$ cat src/rtl/xmon_pkg.sv
// Shared types and helpers for the multi-channel XADC monitor.
package xmon_pkg;

  localparam int CODE_W     = 12;
  localparam int XADC_CH_W  = 5;
  localparam int DRP_ADDR_W = 7;

  typedef enum logic [1:0] {
    IDLE,
    REQ,
    WAIT,
    STORE
  } xmon_state_e;

  // XADC status/aux result registers sit at the DRP address equal to the channel number
  function automatic logic [DRP_ADDR_W-1:0] ch_to_daddr(input logic [XADC_CH_W-1:0] ch);
    return {2'b00, ch};
  endfunction

endpackage

$ cat src/rtl/xmon_chan.sv
// Per-channel sample register, optional averaging and sticky OV/UV flags with hysteresis.
// Build option: define XMON_AVG_EN to average 2^AVG_LOG2 samples before publishing a code.
module xmon_chan
  import xmon_pkg::*;
#(
  parameter logic [CODE_W-1:0] HYST = 12'd16
`ifdef XMON_AVG_EN
  ,
  parameter int AVG_LOG2 = 3
`endif
) (
  input  logic              clk,
  input  logic              rst,
  input  logic              store,
  input  logic [CODE_W-1:0] code_in,
  input  logic [CODE_W-1:0] ov_thresh,
  input  logic [CODE_W-1:0] uv_thresh,
  input  logic              fault_clr,
  output logic [CODE_W-1:0] sample_code,
  output logic              sample_valid,
  output logic              ov_flag,
  output logic              uv_flag
);

  logic              upd;
  logic [CODE_W-1:0] new_code;
  logic [CODE_W-1:0] eval_code;
  logic [CODE_W-1:0] ov_lim;
  logic [CODE_W:0]   uv_sum;
  logic [CODE_W-1:0] uv_lim;
  logic              ov_set;
  logic              uv_set;
  logic              ov_clr;
  logic              uv_clr;

`ifdef XMON_AVG_EN
  logic [CODE_W+AVG_LOG2-1:0] acc;
  logic [CODE_W+AVG_LOG2-1:0] acc_sum;
  logic [AVG_LOG2-1:0]        cnt;

  assign acc_sum  = acc + {{AVG_LOG2{1'b0}}, code_in};
  assign upd      = store && (cnt == {AVG_LOG2{1'b1}});
  assign new_code = acc_sum[CODE_W+AVG_LOG2-1:AVG_LOG2];

  // Accumulate one window of samples; restart once the window's last sample arrives
  always_ff @(posedge clk) begin
    if (rst) begin
      acc <= '0;
      cnt <= '0;
    end else if (store) begin
      if (upd) begin
        acc <= '0;
        cnt <= '0;
      end else begin
        acc <= acc_sum;
        cnt <= cnt + 1'b1;
      end
    end
  end
`else
  assign upd      = store;
  assign new_code = code_in;
`endif

  // Clear limits are pulled back inside the trip points by HYST and clamped to the code range
  assign ov_lim    = (ov_thresh < HYST) ? '0 : (ov_thresh - HYST);
  assign uv_sum    = {1'b0, uv_thresh} + {1'b0, HYST};
  assign uv_lim    = uv_sum[CODE_W] ? '1 : uv_sum[CODE_W-1:0];
  assign eval_code = upd ? new_code : sample_code;
  assign ov_set    = upd && (new_code > ov_thresh);
  assign uv_set    = upd && (new_code < uv_thresh);
  assign ov_clr    = fault_clr && (eval_code <= ov_lim);
  assign uv_clr    = fault_clr && (eval_code >= uv_lim);

  // Publish the code and update sticky flags; a set condition beats a simultaneous clear
  always_ff @(posedge clk) begin
    if (rst) begin
      sample_code  <= '0;
      sample_valid <= 1'b0;
      ov_flag      <= 1'b0;
      uv_flag      <= 1'b0;
    end else begin
      sample_valid <= upd;
      if (upd) sample_code <= new_code;
      ov_flag <= ov_set | (ov_flag & ~ov_clr);
      uv_flag <= uv_set | (uv_flag & ~uv_clr);
    end
  end

endmodule

$ cat src/rtl/xadc_multi_monitor.sv
// Multi-channel XADC supervisor: matches EOCs, runs DRP reads, tracks overruns and timeouts.
// Build option: define XMON_AVG_EN to enable per-channel averaging in xmon_chan.
module xadc_multi_monitor
  import xmon_pkg::*;
#(
  parameter int NUM_CH = 4,
  // index 0 = 0x1D, 1 = 0x1C, 2 = 0x1E, 3 = 0x1F
  parameter logic [NUM_CH*XADC_CH_W-1:0] CH_SEL = {5'h1F, 5'h1E, 5'h1C, 5'h1D},
  parameter int TIMEOUT_CYC = 64,
  parameter logic [CODE_W-1:0] HYST = 12'd16,
  parameter int AVG_LOG2 = 3
) (
  input  logic                     clk_ctrl,
  input  logic                     rst_ctrl,
  input  logic                     eoc_in,
  input  logic [XADC_CH_W-1:0]     channel_in,
  output logic                     drp_den,
  output logic [DRP_ADDR_W-1:0]    drp_daddr,
  input  logic                     drp_drdy,
  input  logic [15:0]              drp_do,
  input  logic [NUM_CH*CODE_W-1:0] ov_thresh,
  input  logic [NUM_CH*CODE_W-1:0] uv_thresh,
  input  logic                     fault_clr,
  output logic [NUM_CH*CODE_W-1:0] sample_code,
  output logic [NUM_CH-1:0]        sample_valid,
  output logic [NUM_CH-1:0]        ov_flag,
  output logic [NUM_CH-1:0]        uv_flag,
  output logic                     drp_timeout,
  output logic [7:0]               overrun_cnt
);

  localparam int IDX_W = (NUM_CH > 1) ? $clog2(NUM_CH) : 1;
  localparam int TMO_W = $clog2(TIMEOUT_CYC + 1);

  xmon_state_e       state;
  xmon_state_e       state_next;
  logic              match_hit;
  logic [IDX_W-1:0]  match_idx;
  logic [IDX_W-1:0]  cur_idx;
  logic              pend_full;
  logic [IDX_W-1:0]  pend_idx;
  logic [TMO_W-1:0]  tmo_cnt;
  logic              eoc_hit;
  logic              take_pend;
  logic              take_eoc;
  logic              go_req;
  logic              to_pend;
  logic              drop;
  logic              tmo_hit;
  logic              tmo_evt;
  logic              store_hit;

  // Lowest index wins if a channel number appears twice in CH_SEL
  always_comb begin
    match_hit = 1'b0;
    match_idx = '0;
    for (int i = NUM_CH - 1; i >= 0; i--) begin
      if (channel_in == CH_SEL[i*XADC_CH_W +: XADC_CH_W]) begin
        match_hit = 1'b1;
        match_idx = IDX_W'(i);
      end
    end
  end

  assign eoc_hit   = eoc_in && match_hit;
  assign take_pend = (state == IDLE) && pend_full;
  assign take_eoc  = (state == IDLE) && !pend_full && eoc_hit;
  assign go_req    = take_pend || take_eoc;
  assign to_pend   = eoc_hit && !take_eoc;
  assign drop      = to_pend && pend_full && !take_pend;
  assign tmo_hit   = (tmo_cnt == TMO_W'(TIMEOUT_CYC - 1));
  assign tmo_evt   = (state == WAIT) && !drp_drdy && tmo_hit;
  assign store_hit = (state == WAIT) && drp_drdy;

  // State register
  always_ff @(posedge clk_ctrl) begin
    if (rst_ctrl) state <= IDLE;
    else          state <= state_next;
  end

  // Next-state logic and the DRP enable strobe
  always_comb begin
    state_next = state;
    drp_den    = 1'b0;
    case (state)
      IDLE:  if (go_req) state_next = REQ;
      REQ: begin
        drp_den    = 1'b1;
        state_next = WAIT;
      end
      WAIT: begin
        if (drp_drdy)     state_next = STORE;
        else if (tmo_hit) state_next = IDLE;
      end
      STORE: state_next = IDLE;
      default: state_next = IDLE;
    endcase
  end

  // Read bookkeeping: active channel, DRP address, pending slot, timeout and overrun tracking
  always_ff @(posedge clk_ctrl) begin
    if (rst_ctrl) begin
      cur_idx     <= '0;
      drp_daddr   <= '0;
      pend_full   <= 1'b0;
      pend_idx    <= '0;
      tmo_cnt     <= '0;
      drp_timeout <= 1'b0;
      overrun_cnt <= '0;
    end else begin
      if (go_req) begin
        cur_idx   <= take_pend ? pend_idx : match_idx;
        drp_daddr <= ch_to_daddr(CH_SEL[(take_pend ? pend_idx : match_idx)*XADC_CH_W +: XADC_CH_W]);
      end
      if (to_pend && !drop) begin
        pend_full <= 1'b1;
        pend_idx  <= match_idx;
      end else if (take_pend) begin
        pend_full <= 1'b0;
      end
      if (state == REQ)       tmo_cnt <= '0;
      else if (state == WAIT) tmo_cnt <= tmo_cnt + 1'b1;
      if (tmo_evt)        drp_timeout <= 1'b1;
      else if (fault_clr) drp_timeout <= 1'b0;
      if (fault_clr)                 overrun_cnt <= drop ? 8'd1 : 8'd0;
      else if (drop && overrun_cnt != 8'hFF) overrun_cnt <= overrun_cnt + 8'd1;
    end
  end

  for (genvar g = 0; g < NUM_CH; g++) begin : g_chan
    xmon_chan #(
      .HYST(HYST)
`ifdef XMON_AVG_EN
      ,
      .AVG_LOG2(AVG_LOG2)
`endif
    ) u_chan (
      .clk          (clk_ctrl),
      .rst          (rst_ctrl),
      .store        (store_hit && (cur_idx == IDX_W'(g))),
      .code_in      (drp_do[15:4]),
      .ov_thresh    (ov_thresh[g*CODE_W +: CODE_W]),
      .uv_thresh    (uv_thresh[g*CODE_W +: CODE_W]),
      .fault_clr    (fault_clr),
      .sample_code  (sample_code[g*CODE_W +: CODE_W]),
      .sample_valid (sample_valid[g]),
      .ov_flag      (ov_flag[g]),
      .uv_flag      (uv_flag[g])
    );
  end

endmodule
$ cat config.mk
export PLATFORM = sky130hd
export DESIGN_NAME = xadc_multi_monitor
export DESIGN_NICKNAME = d
export VERILOG_FILES = /design/src/rtl/xmon_pkg.sv /design/src/rtl/xmon_chan.sv /design/src/rtl/xadc_multi_monitor.sv
export SDC_FILE = /design/constraint.sdc
export NUM_CORES = 1
export LEC_CHECK = 0
export CORE_ASPECT_RATIO = 0.8
export CORE_UTILIZATION = 35
export DETAILED_ROUTE_END_ITERATION = 8
export DONT_BUFFER_PORTS = 1
export PLACE_DENSITY_LB_ADDON = 0.25
export SYNTH_ARGS = -nofsm -noshare
export SYNTH_HDL_FRONTEND = slang
export SYNTH_SLANG_ARGS = --single-unit
$ cat constraint.sdc
create_clock -name clk_ctrl -period 8.3 [get_ports clk_ctrl]
set_input_delay 0.83 -clock clk_ctrl [delete_from_list [all_inputs] [get_ports clk_ctrl]]
set_output_delay 0.83 -clock clk_ctrl [all_outputs]
set_load 0.02 [all_outputs]
# Yosys cells after proc, flatten, opt, wreduce, memory -nomap -nowiden
# Cells that the tools add are included.
[classes]
addsub = 10
mul = 1
div_mod_pow = 0
magnitude_cmp = 20
eq_ne = 14
shift = 1
muxes = 34
bitwise_logic = 24
n_reduce_logical = 45
[ops]
columns = ["cell", "count"]
rows = [
  ["12-bit 2-to-1 mux", 12],
  ["12-bit by 5-bit adder with 13-bit output (second input constant)", 4],
  ["12-bit >= comparator", 4],
  ["12-bit greater-than comparator", 4],
  ["12-bit less-or-equal comparator", 4],
  ["12-bit < comparator", 4],
  ["12-bit by 5-bit < comparator with 1-bit output (second input constant)", 4],
  ["12-bit by 5-bit subtractor with 12-bit output (second input constant)", 4],
  ["1-bit logical AND", 32],
  ["5-bit == test (second input constant)", 4],
  ["20-bit by 6-bit variable part select with 5-bit output (first input constant)", 1],
  ["2-bit 2-to-1 mux", 9],
  ["8-bit 2-to-1 mux", 2],
  ["1-bit 2-to-1 mux", 10],
  ["8-bit by 1-bit adder with 8-bit output (second input constant)", 1],
  ["1-bit AND", 8],
  ["2-bit == test (second input constant)", 4],
  ["8-bit != test (second input constant)", 1],
  ["1-bit NOT", 8],
  ["1-bit bitwise OR", 8],
  ["2-bit one-hot mux with 4 select lines", 1],
  ["7-bit by 1-bit adder with 7-bit output (second input constant)", 1],
  ["7-bit by 6-bit == test with 1-bit output (second input constant)", 1],
  ["2-bit nonzero test", 3],
  ["other kinds (9)", 15],
]
[word_totals]
register_bits = 88
latchBits = 0
mem_bits_rw = 0
mem_bits_ro = 0
elab_cells = 173
memories = 0

# Logic depth before layout (Yosys ltp)
[logic_depth]
depth_word = 14
depth_mapped = 13
mapped_depth_nobuf = 12

# Cells and area by module
# A second synthesis with hierarchy kept.
[unflattened]
hier_cells = 1116
hier_area_um2 = 9123.8
[modules_own_cells]
columns = ["mod", "n_inst", "cells_each", "area_each_um2"]
rows = [
  ["xmon_chan (g_chan[0].u_chan ...)", 2, 241, 1936.9],
  ["xmon_chan (g_chan[1].u_chan)", 1, 239, 1966.9],
  ["xmon_chan (g_chan[2].u_chan)", 1, 240, 1955.6],
  ["xadc_multi_monitor", 1, 155, 1327.5],
]

# Worst setup path after synthesis
# Ideal clock, no wire load.
[synth_path]
path_kind = "input-to-reg"
start = "input port drp_drdy"
end = "register g_chan[0].u_chan.ov_flag"
setup_time_ns = 0.136
arrival_time_ns = 2.885
path_slack_ns = 5.279
cell_stages = 10
path_cell_list = "inv_1 > nor4b_4 > buf_6 > mux2_4 > ha_1 > nor2b_1 > o21bai_1 > a211oi_1 > a2111oi_0 > o22ai_2"
[synth_via]
elab_chain_len = 8
word_cells_on_any_way = 9
cone_classes = "order compare (1); mux (1); bitwise (3); reduce/logical (4)"
[synth_lines]
columns = ["element", "line", "source"]
rows = [
  ["start: declaration", "xadc_multi_monitor.sv:19", "input logic drp_drdy,"],
  ["1-bit logical AND", "xadc_multi_monitor.sv:73", "assign store_hit = (state == WAIT) && drp_drdy;"],
  ["1-bit logical AND", "xadc_multi_monitor.sv:140", ".store (store_hit && (cur_idx == IDX_W'(g))),"],
  ["12-bit 2-to-1 mux", "xmon_chan.sv:69", "assign eval_code = upd ? new_code : sample_code;"],
  ["net g_chan[0].u_chan.eval_code[1]", "xmon_chan.sv:27", "logic [CODE_W-1:0] eval_code;"],
  ["12-bit less-or-equal comparator", "xmon_chan.sv:72", "assign ov_clr = fault_clr && (eval_code <= ov_lim);"],
  ["1-bit logical AND", "xmon_chan.sv:72", ""],
  ["1-bit NOT", "xmon_chan.sv:85", "ov_flag <= ov_set | (ov_flag & ~ov_clr);"],
  ["1-bit AND", "xmon_chan.sv:85", ""],
  ["1-bit bitwise OR", "xmon_chan.sv:85", ""],
  ["end signal: assignment", "xmon_chan.sv:85", ""],
  ["end: declaration", "xmon_chan.sv:21", "output logic ov_flag,"],
]
# The timed path passes the listed nets, and every way through them passes these cells.
# A chain may end at the register's enable or synchronous reset.

# Worst setup path in the final report
[layout_path]
start = "register state[1]"
end = "register g_chan[1].u_chan.uv_flag"
[layout_via]
elab_chain_len = 9
word_cells_on_any_way = 10
cone_classes = "order compare (1); eq/ne (1); mux (1); bitwise (3); reduce/logical (4)"
[layout_lines]
columns = ["element", "line", "source"]
rows = [
  ["start: declaration", "xadc_multi_monitor.sv:35", "xmon_state_e state;"],
  ["start signal: assignment", "xadc_multi_monitor.sv:78", "else state <= state_next;"],
  ["2-bit == test *", "xadc_multi_monitor.sv:73", ""],
  ["1-bit logical AND *", "xadc_multi_monitor.sv:73", ""],
  ["1-bit logical AND *", "xadc_multi_monitor.sv:140", ""],
  ["12-bit 2-to-1 mux", "xmon_chan.sv:69", ""],
  ["12-bit >= comparator", "xmon_chan.sv:73", "assign uv_clr = fault_clr && (eval_code >= uv_lim);"],
  ["1-bit logical AND", "xmon_chan.sv:73", ""],
  ["1-bit NOT", "xmon_chan.sv:86", "uv_flag <= uv_set | (uv_flag & ~uv_clr);"],
  ["1-bit AND", "xmon_chan.sv:86", ""],
  ["1-bit bitwise OR *", "xmon_chan.sv:86", ""],
  ["end signal: assignment", "xmon_chan.sv:86", ""],
  ["end: declaration", "xmon_chan.sv:22", "output logic uv_flag"],
]
# Every way passes the cells marked *; elsewhere a longest branch is shown, timed or not.

==> run_results.csv <==
group,metric,value,unit
yosys,yosysWarnings,0,
layout,diodes,0,
floorplanning,rows,52,
yosys,syn_area,9310,µm²
grt,met3_usage,8.11,%
floorplanning,die_h,148,µm
worst_setup_path,cp-end-kind,"flip-flop",
yosys,synth_edf_count,0,
layout,nets,1424,
cts,clock-sinks,85,
timing,setup_slack,4820,ps
detailed_routing,via_per_inst,5.34,
floorplanning,start_util,36.2,%
cts,numCtsBuffers,9,
worst_setup_path,rr_worst_depth,9,
pwr,leakagePower,0.00480,µW
yosys,ys_types,67,
yosys,yosysTopAreaCell,"ha_1",
floorplanning,die-area,27300,µm²
detailed_routing,routed_wl,27.4,mm
cts,clockBufferDepth,2,
layout,drive_gt1_share,7.48,%
grt,grt_overflow,0,
worst_setup_path,arrival,3790,ps
place,post_dp_cell_area,9510,µm²
cts,holdBufCountCts,0,
timing,max_freq,287,MHz
grt,grt_pass1_wl,42.2,mm
grt,antenna_found_initial,1,
detailed_routing,num_vias,7799,
detailed_routing,drtPass1Iterations,5,
cts,clk_pin_slew,80,ps
detailed_routing,drt_iter0_markers,366,
yosys,synth_area_per_cell,8.24,µm²
timing,rsz0062_at_grt,"no",
floorplanning,core,25700,µm²
yosys,ys_seq_area_share,18.3,%
timing,period_minus_slack,3480,ps
worst_setup_path,worst-setup-path-type,"flip-flop to flip-flop",
cts,insertion_delay,360,ps
floorplanning,die_x,184,µm
yosys,synth_most_common_cell,"ha_1",
timing,hold_viol,0,
grt,grt_util_all_layers,20.3,%
yosys,synth_common_cells,"198 x ha_1, 102 x nor2_1, 100 x inv_1",
hold_path,hold_class,"flip-flop to flip-flop",
job,max_cap_viol_count,0,
grt,grt_pass1_vias,7501,
grt,busiest_layer,"met2",
yosys,netlist_top_cells_area,"ha_1 27%, dfxtp_1 18%, nor2_1 4.1%, a21oi_1 4.0%, inv_1 4.0%",
cts,cts_tree,"done",
layout,syn2layout_area_growth,5.44,%
grt,met2_usage,30.5,%
floorplanning,io_pins,199,
timing,fin_setup_tns,0,ps
yosys,synth_top_area_share,26.6,%
pwr,vdd_drop_max,92.0,µV
place,pre_cts_ws,4830,ps
layout,fillers,2683,
grt,grt_max_degree,31,
layout,multi_input_area,6980,µm²
place,portBuffers,0,
grt,use_met1,27.4,%
yosys,async_reset_ff_share,0,%
cts,post_cts_buffers,0,
layout,finalInstanceArea,9810,µm²
cts,root_buffer,"clkbuf_16",
worst_setup_path,start_kind,"flip-flop",
cts,cts_max_level,3,
timing,finalMaxSlewViolations,0,
run_status,outcome,"complete, no violations",
pwr,power_density,108,nW/µm²
detailed_routing,post-route-drc-count,0,
timing,relSlewSlack,43.2,%
yosys,syn_inst,1130,
detailed_routing,wl_per_cell,18.8,µm
yosys,yosys_most_used_dff,"dfxtp_1",
place,place_hpwl,21.6,mm
timing,setup_viol,0,
hold_path,whs_path_depth,2,
cts,post_cts_resized,0,
detailed_routing,ant_nets,0,
yosys,ys_ff_latch,85,
timing,finalCritPeriodShare,42.0,%
worst_setup_path,cp.required,8610,ps
timing,skew,10.0,ps
timing,max_slew.worst_pin.slew,852,ps
worst_setup_path,critPathMaxFanout,14,
layout,seq_area,1700,µm²
place,gp_congestion,0.863,
## power breakdown
group	internal [µW]	switching [µW]	leakage [µW]	total, µW
clock network	238	199	0.000152	437
logic	92.8	112	0.00396	205
registers	410	6.85	0.000685	417
total	742	318	0.00480	1060
## state kept, by name, summed over array words and instances, names as in the netlist
signal                      count
tmo_cnt                         7
pend_idx                        2
g_chan.u_chan.sample_code      48
pend_full                       1
g_chan.u_chan.uv_flag           4
drp_daddr                       3
g_chan.u_chan.sample_valid      4
overrun_cnt                     8
g_chan.u_chan.ov_flag           4
drp_timeout                     1
state                           2
cur_idx                         1
## cells in the final DEF, fill, tap and decap left out, types with 4 or more instances in the layout
cell       instances
mux2i_1           19
xnor2_1           25
and3_1            10
nor2b_1           12
ha_1             198
clkbuf_16          9
and2_1            53
nand2_1           75
nand2b_1          17
and4_1             9
a2111oi_0         11
o211ai_1          10
mux2_4            14
inv_1            100
a211oi_1          11
dfxtp_1           85
nand3_1           51
a21oi_1           75
nor2_1           102
or2_2              7
nor3_1            27
nand4_1           22
or4_1              6
o22ai_1            4
o31ai_1            5
o21ai_0           27
a21o_1            20
mux2_2            33
xor2_1            10
## stage by stage
| stage | util, % | instances | hold slack (ps) | power [µW] |
|---|---|---|---|---|
| floorplan | - | 1131 | 445 | 593 |
| global placement | 37.0 | 1444 | 502 | 626 |
| detailed placement | 37.0 | 1444 | 506 | 631 |
| CTS | 38.2 | 1460 | 516 | 1070 |
| global route | 38.2 | 1460 | 518 | 1120 |
| finish | 38.2 | 1460 | 526 | 1060 |
## worst max-delay path: stages, from the launching register on
cell and delay, ps:
dfxtp_1 530, nor2b_4 370, and4b_1 780, mux2i_1 430, ha_1 290, nand2b_1 140
a2111oi_0 440, o21ai_0 190, a21o_1 190, nand3_1 70
## path summary, 6_finish.rpt
check	from	to	slack, ps
worst max-delay path	state[1]$_SDFFE_PP0P_	g_chan[1].u_chan.uv_flag$_SDFF_PP0_	4820
worst min-delay path	tmo_cnt[5]$_SDFFE_PP0N_	tmo_cnt[5]$_SDFFE_PP0N_	530
worst max register to register	state[1]$_SDFFE_PP0P_	g_chan[1].u_chan.uv_flag$_SDFF_PP0_	4820
worst min register to register	tmo_cnt[5]$_SDFFE_PP0N_	tmo_cnt[5]$_SDFFE_PP0N_	530
## final cells by class
cell class	instances	area share (%)
Tap cell	351	4.48
Clock buffer	9	2.30
Sequential cell	85	17.3
Multi-Input combinational cell	906	71.1
Inverter	100	3.83
Timing Repair Buffer	2	0.153
Clock inverter	7	0.829
## cells by family after synthesis
| kind of cell | count (synthesis) | synth area share [%] |
|---|---|---|
| xor+xnor | 35 | 3.29 |
| buf+inv | 140 | 6.80 |
| simple gates | 409 | 23.0 |
| fa+ha+maj | 198 | 26.6 |
| flops | 85 | 18.3 |
| compound gates | 194 | 13.4 |
| other cells | 1 | 0.0403 |
| mux | 68 | 8.54 |
## layer usage
| layer | routed length, µm | share of wire, % |
|---|---|---|
| met5 | 0 | 0 |
| met4 | 253 | 0.92 |
| met3 | 2650 | 9.7 |
| met2 | 11500 | 42 |
| met1 | 13100 | 48 |
(Power assumes the default switching activity.)
